[src/rtl/vga_sync_if.sv]
// Raster timing bundle from vga_sync to the sprite/obstacle renderers.
// All signals describe the same pixel (x,y) in a given clock cycle.
interface vga_sync_if;
  logic       hsync;
  logic       vsync;
  logic       video_on;
  logic [9:0] x;
  logic [9:0] y;
  logic       line_start;
  logic       frame_start;

  modport master (output hsync, vsync, video_on, x, y, line_start, frame_start);
  modport slave  (input  hsync, vsync, video_on, x, y, line_start, frame_start);
endinterface

[src/rtl/vga_sync.sv]
// 640x480@60 raster generator: free-running h/v counters with registered sync,
// blanking and coordinate outputs, all derived from next-count values.
module vga_sync #(
  parameter int H_VISIBLE = 640,
  parameter int H_FP      = 16,
  parameter int H_SYNC    = 96,
  parameter int H_BP      = 48,
  parameter int V_VISIBLE = 480,
  parameter int V_FP      = 10,
  parameter int V_SYNC    = 2,
  parameter int V_BP      = 33,
  parameter bit SYNC_POL  = 1'b0
) (
  input  logic       clk,
  input  logic       rst,
  vga_sync_if.master vga_o
);
  localparam int H_TOTAL = H_VISIBLE + H_FP + H_SYNC + H_BP;
  localparam int V_TOTAL = V_VISIBLE + V_FP + V_SYNC + V_BP;

  if (H_TOTAL > 1024 || V_TOTAL > 1024) begin : g_bad_timing
    $error("vga_sync: H_TOTAL/V_TOTAL must not exceed 1024");
  end

  // One spare bit keeps compares exact even when a total reaches 1024.
  localparam logic [10:0] H_LAST = 11'(H_TOTAL - 1);
  localparam logic [10:0] V_LAST = 11'(V_TOTAL - 1);
  localparam logic [10:0] H_VIS  = 11'(H_VISIBLE);
  localparam logic [10:0] V_VIS  = 11'(V_VISIBLE);
  localparam logic [10:0] HS_BEG = 11'(H_VISIBLE + H_FP);
  localparam logic [10:0] HS_END = 11'(H_VISIBLE + H_FP + H_SYNC);
  localparam logic [10:0] VS_BEG = 11'(V_VISIBLE + V_FP);
  localparam logic [10:0] VS_END = 11'(V_VISIBLE + V_FP + V_SYNC);

  logic [10:0] x_q, x_d, y_q, y_d;
  logic        hsync_q, hsync_d, vsync_q, vsync_d;
  logic        video_on_q, video_on_d;
  logic        line_start_q, line_start_d, frame_start_q, frame_start_d;

  always_comb begin
    x_d = (x_q == H_LAST) ? 11'd0 : x_q + 11'd1;
    y_d = y_q;
    if (x_q == H_LAST) y_d = (y_q == V_LAST) ? 11'd0 : y_q + 11'd1;

    video_on_d    = (x_d < H_VIS) && (y_d < V_VIS);
    hsync_d       = (x_d >= HS_BEG && x_d < HS_END) ? SYNC_POL : ~SYNC_POL;
    vsync_d       = (y_d >= VS_BEG && y_d < VS_END) ? SYNC_POL : ~SYNC_POL;
    line_start_d  = (x_d == 11'd0);
    frame_start_d = (x_d == 11'd0) && (y_d == 11'd0);
  end

  // Reset parks on the last pixel so the first edge lands on (0,0).
  always_ff @(posedge clk or posedge rst) begin
    if (rst) begin
      x_q           <= H_LAST;
      y_q           <= V_LAST;
      hsync_q       <= ~SYNC_POL;
      vsync_q       <= ~SYNC_POL;
      video_on_q    <= 1'b0;
      line_start_q  <= 1'b0;
      frame_start_q <= 1'b0;
    end else begin
      x_q           <= x_d;
      y_q           <= y_d;
      hsync_q       <= hsync_d;
      vsync_q       <= vsync_d;
      video_on_q    <= video_on_d;
      line_start_q  <= line_start_d;
      frame_start_q <= frame_start_d;
    end
  end

  assign vga_o.x           = x_q[9:0];
  assign vga_o.y           = y_q[9:0];
  assign vga_o.hsync       = hsync_q;
  assign vga_o.vsync       = vsync_q;
  assign vga_o.video_on    = video_on_q;
  assign vga_o.line_start  = line_start_q;
  assign vga_o.frame_start = frame_start_q;
endmodule

[src/flat_wrapper.sv]
// flat-port wrapper written by rule: the top's interface ports become plain ports
module vga_sync_flat 
#(
  parameter int H_VISIBLE = 640,
  parameter int H_FP      = 16,
  parameter int H_SYNC    = 96,
  parameter int H_BP      = 48,
  parameter int V_VISIBLE = 480,
  parameter int V_FP      = 10,
  parameter int V_SYNC    = 2,
  parameter int V_BP      = 33,
  parameter bit SYNC_POL  = 1'b0
)
  (clk, rst, vga_o_hsync, vga_o_vsync, vga_o_video_on, vga_o_x, vga_o_y, vga_o_line_start, vga_o_frame_start);
  vga_sync_if vga_o_i ();
  input  logic clk;
  input  logic rst;
  output wire logic [$bits(vga_o_i.hsync)-1:0] vga_o_hsync;
  output wire logic [$bits(vga_o_i.vsync)-1:0] vga_o_vsync;
  output wire logic [$bits(vga_o_i.video_on)-1:0] vga_o_video_on;
  output wire logic [$bits(vga_o_i.x)-1:0] vga_o_x;
  output wire logic [$bits(vga_o_i.y)-1:0] vga_o_y;
  output wire logic [$bits(vga_o_i.line_start)-1:0] vga_o_line_start;
  output wire logic [$bits(vga_o_i.frame_start)-1:0] vga_o_frame_start;
  assign vga_o_hsync = vga_o_i.hsync;
  assign vga_o_vsync = vga_o_i.vsync;
  assign vga_o_video_on = vga_o_i.video_on;
  assign vga_o_x = vga_o_i.x;
  assign vga_o_y = vga_o_i.y;
  assign vga_o_line_start = vga_o_i.line_start;
  assign vga_o_frame_start = vga_o_i.frame_start;
  vga_sync #(.H_VISIBLE(H_VISIBLE), .H_FP(H_FP), .H_SYNC(H_SYNC), .H_BP(H_BP), .V_VISIBLE(V_VISIBLE), .V_FP(V_FP), .V_SYNC(V_SYNC), .V_BP(V_BP), .SYNC_POL(SYNC_POL)) u_core (.clk(clk), .rst(rst), .vga_o(vga_o_i));
endmodule
[config.mk]
export PLATFORM = sky130hd
export DESIGN_NAME = vga_sync_flat
export DESIGN_NICKNAME = d
export VERILOG_FILES = /design/src/rtl/vga_sync_if.sv /design/src/rtl/vga_sync.sv /design/src/flat_wrapper.sv
export SDC_FILE = /design/constraint.sdc
export NUM_CORES = 1
export LEC_CHECK = 0
export BUFFER_PORTS_ARGS = -buffer_cell sky130_fd_sc_hd__buf_2
export CAP_MARGIN = 30
export CORE_AREA = 2 2 74 76
export DETAILED_ROUTE_END_ITERATION = 16
export DIE_AREA = 0 0 76 78
export PLACE_DENSITY = 0.52
export SYNTH_ARGS = -nofsm -noshare
export SYNTH_HDL_FRONTEND = slang
export SYNTH_SLANG_ARGS = --single-unit
[constraint.sdc]
create_clock -name clk -period 5.8 [get_ports clk]
set_input_delay 0.58 -clock clk [delete_from_list [all_inputs] [get_ports clk]]
set_output_delay 0.58 -clock clk [all_outputs]
set_load 0.02 [all_outputs]
Word level (Yosys, flattened, before mapping)
Cells that the tools add are included.

operators by class
  add/subtract/negate cells = 2
  order comparisons = 6
  equality and inequality tests = 2
  muxes and demuxes = 5
  reduce and logical (&&, ||, !) cells = 6

operator list
  operator                 number
  $mux W11                 3
  $add A11 B1 Y11 const B  2
  $eq A11 B10 Y1 const B   2
  $logic_not A11 Y1        2
  $lt A11 B10 Y1 const B   2
  $lt A11 B9 Y1 const B    2
  $ge A11 B10 Y1 const B   1
  $ge A11 B9 Y1 const B    1
  $logic_and A1 B1 Y1      4
  $mux W1                  2

word-level totals
  bits in registers = 27
  input bits = 2
  output and inout port bits = 25
  word-level logic and storage cells = 28

Depth between registers and ports, before layout
Gate-level depths: netlist of run 1.

  depth after elaboration = 6
  mapped depth = 8
  depth with buffers taken out = 8

Least setup slack after synthesis of run 1
OpenSTA, ideal clock, no wires.

  path kind = flip-flop to flip-flop
  start point = reg u_core.x_q[0]
  end point = reg u_core.frame_start_q (netlist: u_core.vga_o.frame_start)
  setup time = 0.068 ns
  arrival time = 2.040 ns
  data required time = 5.732 ns
  path slack = 3.692 ns
  stages on the path, launching flop included = 9
  buffers on the path = 1
  clock period less this slack = 2.108 ns
  path through = dfstp_2 ha_1 and4_2 nand3_2 buf_6 o21ai_2 o31a_1 nor4bb_1 and4_1

on the way
  cells in the longest elaborated chain, start to end = 4
  elaborated cells between the ends (all ways) = 7
  those cells by class = add/sub: 1; eq/ne: 1; mux: 2; reduce/logical: 3

RTL lines
  item                                                      line                            source
  start: declaration                                        vga_sync.sv:35                  logic [10:0] x_q, x_d, y_q, y_d;
  start signal: assignment                                  vga_sync.sv:55                  x_q <= H_LAST;
  start signal: assignment                                  vga_sync.sv:63                  x_q <= x_d;
  $add A11 B1 Y11 / $eq A11 B10 Y1 (equally long branches)  vga_sync.sv:41, vga_sync.sv:43
  $mux W11, on equally long branches                        vga_sync.sv:41, vga_sync.sv:43
  $logic_not A11 Y1                                         vga_sync.sv:49                  frame_start_d = (x_d == 11'd0) && (y_d == 11'd0);
  $logic_and A1 B1 Y1 (*)                                   vga_sync.sv:49
  via u_core.frame_start_d                                  vga_sync.sv:38                  logic line_start_q, line_start_d, frame_start_q, frame_start_d;
  end signal: assignment                                    vga_sync.sv:69                  frame_start_q <= frame_start_d;
  end: declaration                                          vga_sync.sv:38

The timed path passes the listed nets; every way through them passes the cells marked *.

Worst setup path after layout of run 1
Same ends and word-level chain as after synthesis.

==> implementation parameters, run 1 <==
Parameter                              Value

Setup path
  Type of the worst setup path ... reg2reg
  Reg2reg path depth ... 7
  Worst EP required ... roughly 6000 ps
  CP max FO ... 11
  Worst flop-to-flop path startpoint ... u_core.x_q[0]$_DFF_PP1_
  Worst Setup Start Kind ... flop
  Cell at the slowest stage of the critical path ... sky130_fd_sc_hd__dfstp_2
  Worst reg2reg setup slack ... 3340 ps
  CP arrival ... roughly 2600 ps
  Crit path from ... u_core.x_q[0]$_DFF_PP1_
  RR Endpoint ... u_core.vga_o.frame_start$_DFF_PP0_
  Kind of end point of the critical path ... flop
  Worst setup path endpoint ... u_core.vga_o.frame_start$_DFF_PP0_
  Crit-path max cell delay ... 580 ps
  Cells traversed along the worst timing path ... ha_1, nand4_1, nor3_4, nand2_2, o31a_1, nor4bb_1, and4_1

Synthesis
  Synthesized area divided by synthesized cell count ... 9.533 um^2
  Proportion of register bits with asynchronous set or reset after synthesis ... 100.0%
  Number of synthesized flops with an enable pin ... 0
  Number of instances in the synthesized netlist ... 189
  Synthesis-stage register bit count ... 27
  Number of warning messages in the yosys log ... 0
  Sequential element share of the synthesized area ... 38.33%
  Syn Std Cell Area ... 1802 um^2
  Distinct cell type count after synthesis ... 50
  Synth Flop Type ... sky130_fd_sc_hd__dfrtp_1
  Post-Syn Nets ... between 150 and 200

Place
  Buffers added on ports ... 26
  Count of placed standard cells including taps ... 258
  HPWL Detailed ... 2921 um
  Weighted congestion at the end of routability-driven global placement ... 0.8347
  Post-placement worst setup slack ... roughly 3400 ps
  Area of placed instances ... 1823 um^2

GRT
  Met3 track utilization from global routing ... between 2 and 3%
  Pin count of the biggest net entering global routing ... 28
  Layer with the highest usage after global routing ... met2
  Total global routing overflow ... 0
  Global-route total usage across every layer ... 14.05%
  First-pass GRT wire length ... about 6700 um
  Number of global-route vias before repair ... 1342
  Antenna violations before repair ... 0
  GRT met2 Usage ... between 20% and 30%
  Global-route track usage on met1 ... between 10% and 20%

Routing
  Post-detailed-route wirelength per cell ... 14.88 um
  Final routed wirelength across all metal layers ... 3899 um
  Antenna-violating nets left ... 0
  Avg Vias per Cell ... 5.195
  Number of vias after detailed routing ... 1361
  First-pass detailed-route iteration total ... 6
  Remaining DRCs ... 0
  Drt initial violations ... 47

STA
  Final setup violation count ... 0
  Maximum achievable frequency ... 407.3 MHz
  Final hold slack ... 350.4 ps
  Final Hold Viols ... 0
  Total negative setup slack ... 0 ps
  Setup repair after global routing missed its margin ... false
  Setup clock skew after layout ... around 2.6 ps
  Slew at the pin with the worst max-slew slack ... 524.6 ps
  Max-Slew Margin vs Limit ... about two thirds
  Share of the clock period used by the worst path ... about 42%
  Shortest clock period the worst path allows after layout ... 2455 ps
  Final worst slack ... 3345 ps
  Final Max Tran Viols ... 0

Power and ir drop
  Combinational fraction of design power ... 1.5%
  Internal Dissipation ... 0.2374 mW
  Fraction of power spent switching nets ... 20.60%
  Final total power ... 0.2990 mW
  Clock network power share ... 35.5%
  Largest voltage drop on the vdd net ... about 0.085 mV
  Power dissipated by switching net loads ... 0.06160 mW
  Static leakage ... 0.7552 nW
  Portion of total power attributed to sequential cells ... between 60% and 70%
  PD cells ... approximately 160 nW/um^2

Clock tree
  Count of buffers added by post-CTS timing repair for setup ... 0
  Clock root buffer ... sky130_fd_sc_hd__clkbuf_8
  Clock tree from TritonCTS ... done
  Number of buffers between clock root and the deepest sink ... 2
  H-tree depth ... 1
  Clk sinks ... 27
  Reg clk slew, reported paths ... 90 ps
  Clock Latency Late Sink ... 270 ps
  Inserted Clock Buffers ... 3
  Quantity of gates resized following cts ... 0
  Quantity of hold-fixing buffers added after cts ... 0

Cells and area
  Number of diodes ... 0
  Number of non-filler instances in the completed layout ... 262
  Post-route cell area ... 1869 um^2
  Filler cells ... 526
  Most frequent standard cell in the layout excluding fill and tap cells ... sky130_fd_sc_hd__buf_2
  Final net count ... ~200
  Share of final-layout standard cells stronger than drive strength 1 ... 31.77%
  Most used cells in the layout excluding fill and tap cells ... sky130_fd_sc_hd__buf_2, sky130_fd_sc_hd__nor2_1, sky130_fd_sc_hd__dfrtp_1
  Layout overhead on the synthesized area ... 3.750%
  Share of the core filled with cells in the final layout ... 37.07%

Floorplanning
  Die outline area ... 5928 um^2
  Initial Util ... 35.73%
  Core region area ... 5042 um^2
  Die Height ... 78 um
  Rows ... 26
  I/O Pins ... 27
  Die width ... around 76 um

Worst hold path
  Worst min-delay path category ... in2async

Job
  Number of max-cap violations ... 0

Run status
  Status ... complete, no violations
-- state kept, by name, indices dropped and copies added, names as in the netlist --
signal / flops
u_core.vga_o.frame_start: 1
u_core.vga_o.line_start: 1
u_core.vga_o.video_on: 1
u_core.y_q: 11
u_core.vga_o.vsync: 1
u_core.x_q: 11
u_core.vga_o.hsync: 1
-- worst max-delay path: cells and delay by family, from the launching register on --
kind	cells	cell delay [ps]
AND/OR/NAND/NOR	5	1160
flip-flops	1	580
AO/OA/AOI/OAI	1	330
adder cells (fa/ha/maj)	1	280
-- cells by family after synthesis --
family	share of synthesized area [%]
flip-flops	38.33
multiplexers	0.5556
buffers and inverters	12.57
XOR/XNOR	7.778
AND/OR/NAND/NOR	26.46
adder cells (fa/ha/maj)	2.084
AO/OA/AOI/OAI	12.22
-- layout make-up --
class | count | area (um^2) | share of cell area (%)
tap | 70 | 87.58 | 4.685
clock buffer | 3 | 41.29 | 2.209
timing repair buffer | 27 | 137.6 | 7.363
multi-input combinational | 128 | 884.6 | 47.32
sequential | 27 | 690.7 | 36.95
clock inverter | 1 | 5.005 | 0.2677
inverter | 6 | 22.52 | 1.205
-- cell usage after synthesis (3+ instances only) --
master,n,area [um^2]
sky130_fd_sc_hd__dfstp_2,12,315.3
sky130_fd_sc_hd__ha_1,3,37.54
sky130_fd_sc_hd__o21ai_0,10,50.05
sky130_fd_sc_hd__clkbuf_1,3,11.26
sky130_fd_sc_hd__nor2_1,15,56.30
sky130_fd_sc_hd__xnor2_1,12,105.1
sky130_fd_sc_hd__buf_4,22,165.2
sky130_fd_sc_hd__xor2_1,4,35.03
sky130_fd_sc_hd__a21oi_1,5,25.02
sky130_fd_sc_hd__dfrtp_1,15,375.4
sky130_fd_sc_hd__a31oi_1,4,25.02
sky130_fd_sc_hd__nor4_1,3,18.77
sky130_fd_sc_hd__nand4_1,4,25.02
sky130_fd_sc_hd__nand3_1,10,50.05
sky130_fd_sc_hd__inv_1,6,22.52
sky130_fd_sc_hd__and2_2,3,22.52
sky130_fd_sc_hd__nand2_1,14,52.55
sky130_fd_sc_hd__and4_1,3,26.28
-- routing by layer --
layer	part of all wire (%)	up-vias
li1	-	665
met3	2.8	10
met2	47	27
met5	0	-
met1	47	659
met4	3.1	0
-- power by group through the flow --
stage,sequential (mW),clock (mW),combinational [mW]
2_1_floorplan,0.192,0,0.00272
3_5_place_dp,0.192,0,0.00485
3_3_place_gp,0.192,0,0.00492
4_1_cts,0.189,0.113,0.00485
6_report,0.189,0.106,0.00438
5_1_grt,0.189,0.120,0.00535
-- worst min path at each step --
stage                                         end               startpoint  cells after the start  slack (ps)
after floorplan           u_core.x_q[0]$_DFF_PP1_  u_core.x_q[0]$_DFF_PP1_                      1         500
after global placement    u_core.x_q[0]$_DFF_PP1_  u_core.x_q[0]$_DFF_PP1_                      1         540
after detailed placement  u_core.x_q[0]$_DFF_PP1_  u_core.x_q[0]$_DFF_PP1_                      1         530
after CTS                 u_core.y_q[6]$_DFF_PP0_                      rst                      3         360
after global routing      u_core.x_q[5]$_DFF_PP0_                      rst                      3         390
final                     u_core.y_q[8]$_DFF_PP0_                      rst                      3         350
Note: power is estimated with default switching activity, not from simulation.
==> run 2, diff against run 1 <==
--- a/config.mk
+++ b/config.mk
@@ -5,12 +5,13 @@
 export SDC_FILE = /design/constraint.sdc
 export NUM_CORES = 1
 export LEC_CHECK = 0
+export ABC_AREA = 1
 export BUFFER_PORTS_ARGS = -buffer_cell sky130_fd_sc_hd__buf_2
 export CAP_MARGIN = 30
-export CORE_AREA = 2 2 74 76
+export CORE_AREA = 2 2 75 77
 export DETAILED_ROUTE_END_ITERATION = 16
-export DIE_AREA = 0 0 76 78
-export PLACE_DENSITY = 0.52
+export DIE_AREA = 0 0 77 79
+export PLACE_DENSITY = 0.54
 export SYNTH_ARGS = -nofsm -noshare
 export SYNTH_HDL_FRONTEND = slang
 export SYNTH_SLANG_ARGS = --single-unit
==> constraint.sdc (replaced) <==
create_clock -name clk -period 2 [get_ports clk]
set_input_delay 0.2 -clock clk [delete_from_list [all_inputs] [get_ports clk]]
set_output_delay 0.2 -clock clk [all_outputs]
set_load 0.02 [all_outputs]
==> run 2 against run 1 <==
Global-route usage increased by 0.089 points; worst setup slack worse by 3300 ps; sequential share of layout area down 4.7 points; largest cell class unchanged; fmax rose by 25%; register-to-register slack got worse by 3300 ps; utilization up 3.1 points; highest routed layer unchanged.
==> implementation parameters, run 2 <==
Parameter                              Value

Synthesis
  Dominant cell by count in the synthesized netlist ... sky130_fd_sc_hd__nand2_1
  Most frequent cells after synthesis ... sky130_fd_sc_hd__nand2_1, sky130_fd_sc_hd__inv_1, sky130_fd_sc_hd__nor2_1, sky130_fd_sc_hd__nand3_1, sky130_fd_sc_hd__buf_4
  Number of synthesized flops with an enable pin ... 0
  Synth Flop Type ... sky130_fd_sc_hd__dfrtp_1
  Sequential element share of the synthesized area ... between 30 and 40%
  Proportion of register bits with asynchronous set or reset after synthesis ... 100.0%
  Syn Std Cell Area ... 1849 um^2
  Synthesis-stage register bit count ... 27
  Number of instances in the synthesized netlist ... 257
  Post-synth top area share ... between 20% and 30%
  Synthesized area divided by synthesized cell count ... 7.196 um^2
  Top cells by area, synth ... sky130_fd_sc_hd__dfrtp_1, sky130_fd_sc_hd__dfstp_2, sky130_fd_sc_hd__nand2_1, sky130_fd_sc_hd__inv_1, sky130_fd_sc_hd__buf_4
  Post-Syn Nets ... around 260
  Number of warning messages in the yosys log ... 0
  Cell taking the most area after synthesis ... sky130_fd_sc_hd__dfrtp_1
  Distinct cell type count after synthesis ... 21

Setup path
  RR Endpoint ... u_core.vga_o.frame_start$_DFF_PP0_
  Reg2reg path depth ... 12
  CP max FO ... 5
  Worst EP required ... 2220 ps
  CP arrival ... 2180 ps
  Worst reg2reg setup slack ... 40 ps
  Worst Setup Start Kind ... flop
  Type of the worst setup path ... reg2reg
  Worst flop-to-flop path startpoint ... u_core.x_q[1]$_DFF_PP1_
  Kind of end point of the critical path ... flop

Routing
  Remaining DRCs ... 0
  Avg Vias per Cell ... 4.506
  First-pass detailed-route iteration total ... 4
  Number of vias after detailed routing ... 1586
  Post-detailed-route wirelength per cell ... 12.33 um
  Final routed wirelength across all metal layers ... 4341 um
  Antenna-violating nets left ... 0
  Drt initial violations ... 66

Place
  Count of placed standard cells including taps ... 340
  Buffers added on ports ... 26
  HPWL Detailed ... ~3200 um
  Weighted congestion at the end of routability-driven global placement ... 0.8241

Cells and area
  FF/Latch Area ... 690.7 um^2
  Multi-input gate area in the final layout ... 829.5 um^2
  Most used cells in the layout excluding fill and tap cells ... sky130_fd_sc_hd__nand2_1, sky130_fd_sc_hd__inv_1, sky130_fd_sc_hd__nor2_1
  Number of diodes ... 0
  Share of final-layout standard cells stronger than drive strength 1 ... a little under a third
  Largest registers in the final layout ... u_core.x_q (11), u_core.y_q (11)
  Final net count ... ~290
  Most frequent standard cell in the layout excluding fill and tap cells ... sky130_fd_sc_hd__nand2_1
  Layout overhead on the synthesized area ... 15.90%
  Share of the core filled with cells in the final layout ... 40.15%
  Number of non-filler instances in the completed layout ... about 350
  Filler cells ... 611

GRT
  Number of global-route vias before repair ... 1529
  First-pass GRT wire length ... 6948 um
  Pin count of the biggest net entering global routing ... 28
  Total global routing overflow ... 0
  Global-route total usage across every layer ... 14.14%
  Antenna violations before repair ... 0

STA
  Final hold slack ... 516.8 ps
  Share of the clock period used by the worst path ... 98.20%
  Shortest clock period the worst path allows after layout ... 1964 ps
  Maximum achievable frequency ... just over 500 MHz
  Slew at the pin with the worst max-slew slack ... 354.1 ps
  Setup clock skew after layout ... 3.866 ps
  Setup repair after global routing missed its margin ... true
  Final Hold Viols ... 0
  Max-Slew Margin vs Limit ... 76.39%
  Final setup violation count ... 0
  Final Max Tran Viols ... 0

Power and ir drop
  Largest voltage drop on the vdd net ... 0.2237 mV
  Final total power ... just under 0.9 mW
  PD cells ... about 410 nW/um^2
  Static leakage ... 1.213 nW

Floorplanning
  Die outline area ... 6083 um^2
  Core region area ... 5338 um^2
  Initial Util ... 34.65%
  I/O Pins ... 27
  Rows ... 27
  Die width ... 77 um
  Die Height ... 79 um

Clock tree
  Clock Latency Late Sink ... 280 ps
  Number of buffers between clock root and the deepest sink ... 2
  Reg clk slew, reported paths ... 100 ps
  Clk sinks ... 27
  Clock tree from TritonCTS ... done
  H-tree depth ... 1
  Inserted Clock Buffers ... 3
  Clock root buffer ... sky130_fd_sc_hd__clkbuf_8

Run status
  Status ... complete, no violations

Worst hold path
  Worst min-delay path category ... in2async

Job
  Number of max-cap violations ... 0
==> run 2: cell types whose count changed after synthesis, sizes merged, moves of 4 or more <==
| cell | before | now |
|---|---|---|
| nor2 | 15 | 38 |
| xnor2 | 12 | 0 |
| o21ai | 12 | 1 |
| nand3 | 11 | 32 |
| inv | 6 | 48 |
| and2 | 5 | 0 |
| nor4 | 5 | 0 |
| nand4 | 4 | 10 |
| nand2 | 15 | 67 |
| and4 | 5 | 0 |
| a31oi | 4 | 0 |
| a21oi | 5 | 1 |
==> run 2: kinds of logic after synthesis <==
family,Yosys count,synth area share (%)
AOI/OAI and AO/OA,5,1.759
xor gates and xnor gates,2,0.9474
adders and majority gates,3,2.030
buffers and inverters,71,19.69
DFF,27,37.35
and+or+nand+nor,149,38.23
==> run 2: routing by layer <==
layer  track usage, %  up-vias  wire, um  share of wire (%)
met5                0        -         0                  0
met4            3.929        0        33               0.76
met3            1.932        4       112                2.6
met2            26.14       21      2180                 50
met1            17.23      746      2014                 46
li1                 -      815         -                  -
==> run 2: per-stage QoR <==
step                area, um^2  setup WS, ps  TNS, ps
floorplan                 1849         157.4        0
global placement          1958         59.98        0
detailed placement        1958         29.06        0
CTS                       2017         13.55        0
global route              2143        -68.99   -187.4
finish                    2143         36.09        0
==> run 2: final cells by class <==
type / instances / share of cell area [%]
Multi-Input combinational cell: 159 / 38.70
Tap cell: 72 / 4.203
Sequential cell: 27 / 32.22
Clock buffer: 3 / 1.926
Clock inverter: 1 / 0.3503
Inverter: 48 / 8.406
Timing Repair Buffer: 42 / 14.19
==> run 2: where the power goes <==
part	total (mW)	internal (mW)	switching, mW
sequential	0.547	0.547	0
combinational	0.0145	0.00340	0.0111
clock	0.321	0.142	0.179
==> run 2: worst max-delay path by stage <==
stage                                       start                                 end  slack, ps  cells past startpoint
after floorplan           u_core.x_q[0]$_DFF_PP1_     u_core.vga_o.video_on$_DFF_PP0_        160                     14
after global placement    u_core.x_q[1]$_DFF_PP1_  u_core.vga_o.frame_start$_DFF_PP0_         60                     10
after detailed placement  u_core.x_q[1]$_DFF_PP1_  u_core.vga_o.frame_start$_DFF_PP0_         30                     10
after CTS                 u_core.x_q[1]$_DFF_PP1_  u_core.vga_o.frame_start$_DFF_PP0_         10                     10
after global routing      u_core.x_q[1]$_DFF_PP1_  u_core.vga_o.frame_start$_DFF_PP0_        -70                     12
final                     u_core.x_q[1]$_DFF_PP1_  u_core.vga_o.frame_start$_DFF_PP0_         40                     12
==> run 2: worst max-delay path, stage by stage (launching register included) <==
cell	delay [ps]
sky130_fd_sc_hd__dfstp_2	570
sky130_fd_sc_hd__ha_4	150
sky130_fd_sc_hd__nand2_4	50
sky130_fd_sc_hd__nor2_4	90
sky130_fd_sc_hd__nand2_2	80
sky130_fd_sc_hd__nor2_4	220
sky130_fd_sc_hd__clkbuf_16	200
sky130_fd_sc_hd__nand2_4	70
sky130_fd_sc_hd__nand3_2	120
sky130_fd_sc_hd__nand3_1	90
sky130_fd_sc_hd__nor2_1	110
sky130_fd_sc_hd__nand2_1	80
sky130_fd_sc_hd__nor2_2	70
==> run 2: repair_timing <==
| item | 4_1_cts | 5_1_grt |
|---|---|---|
| gates resized for setup | 0 | 9 |
| endpoints found under the hold margin | 15 | 0 |
| endpoints found under the setup margin | 0 | 5 |
| hold buffers | 1 | 0 |
| buffers inserted | 0 | 4 |
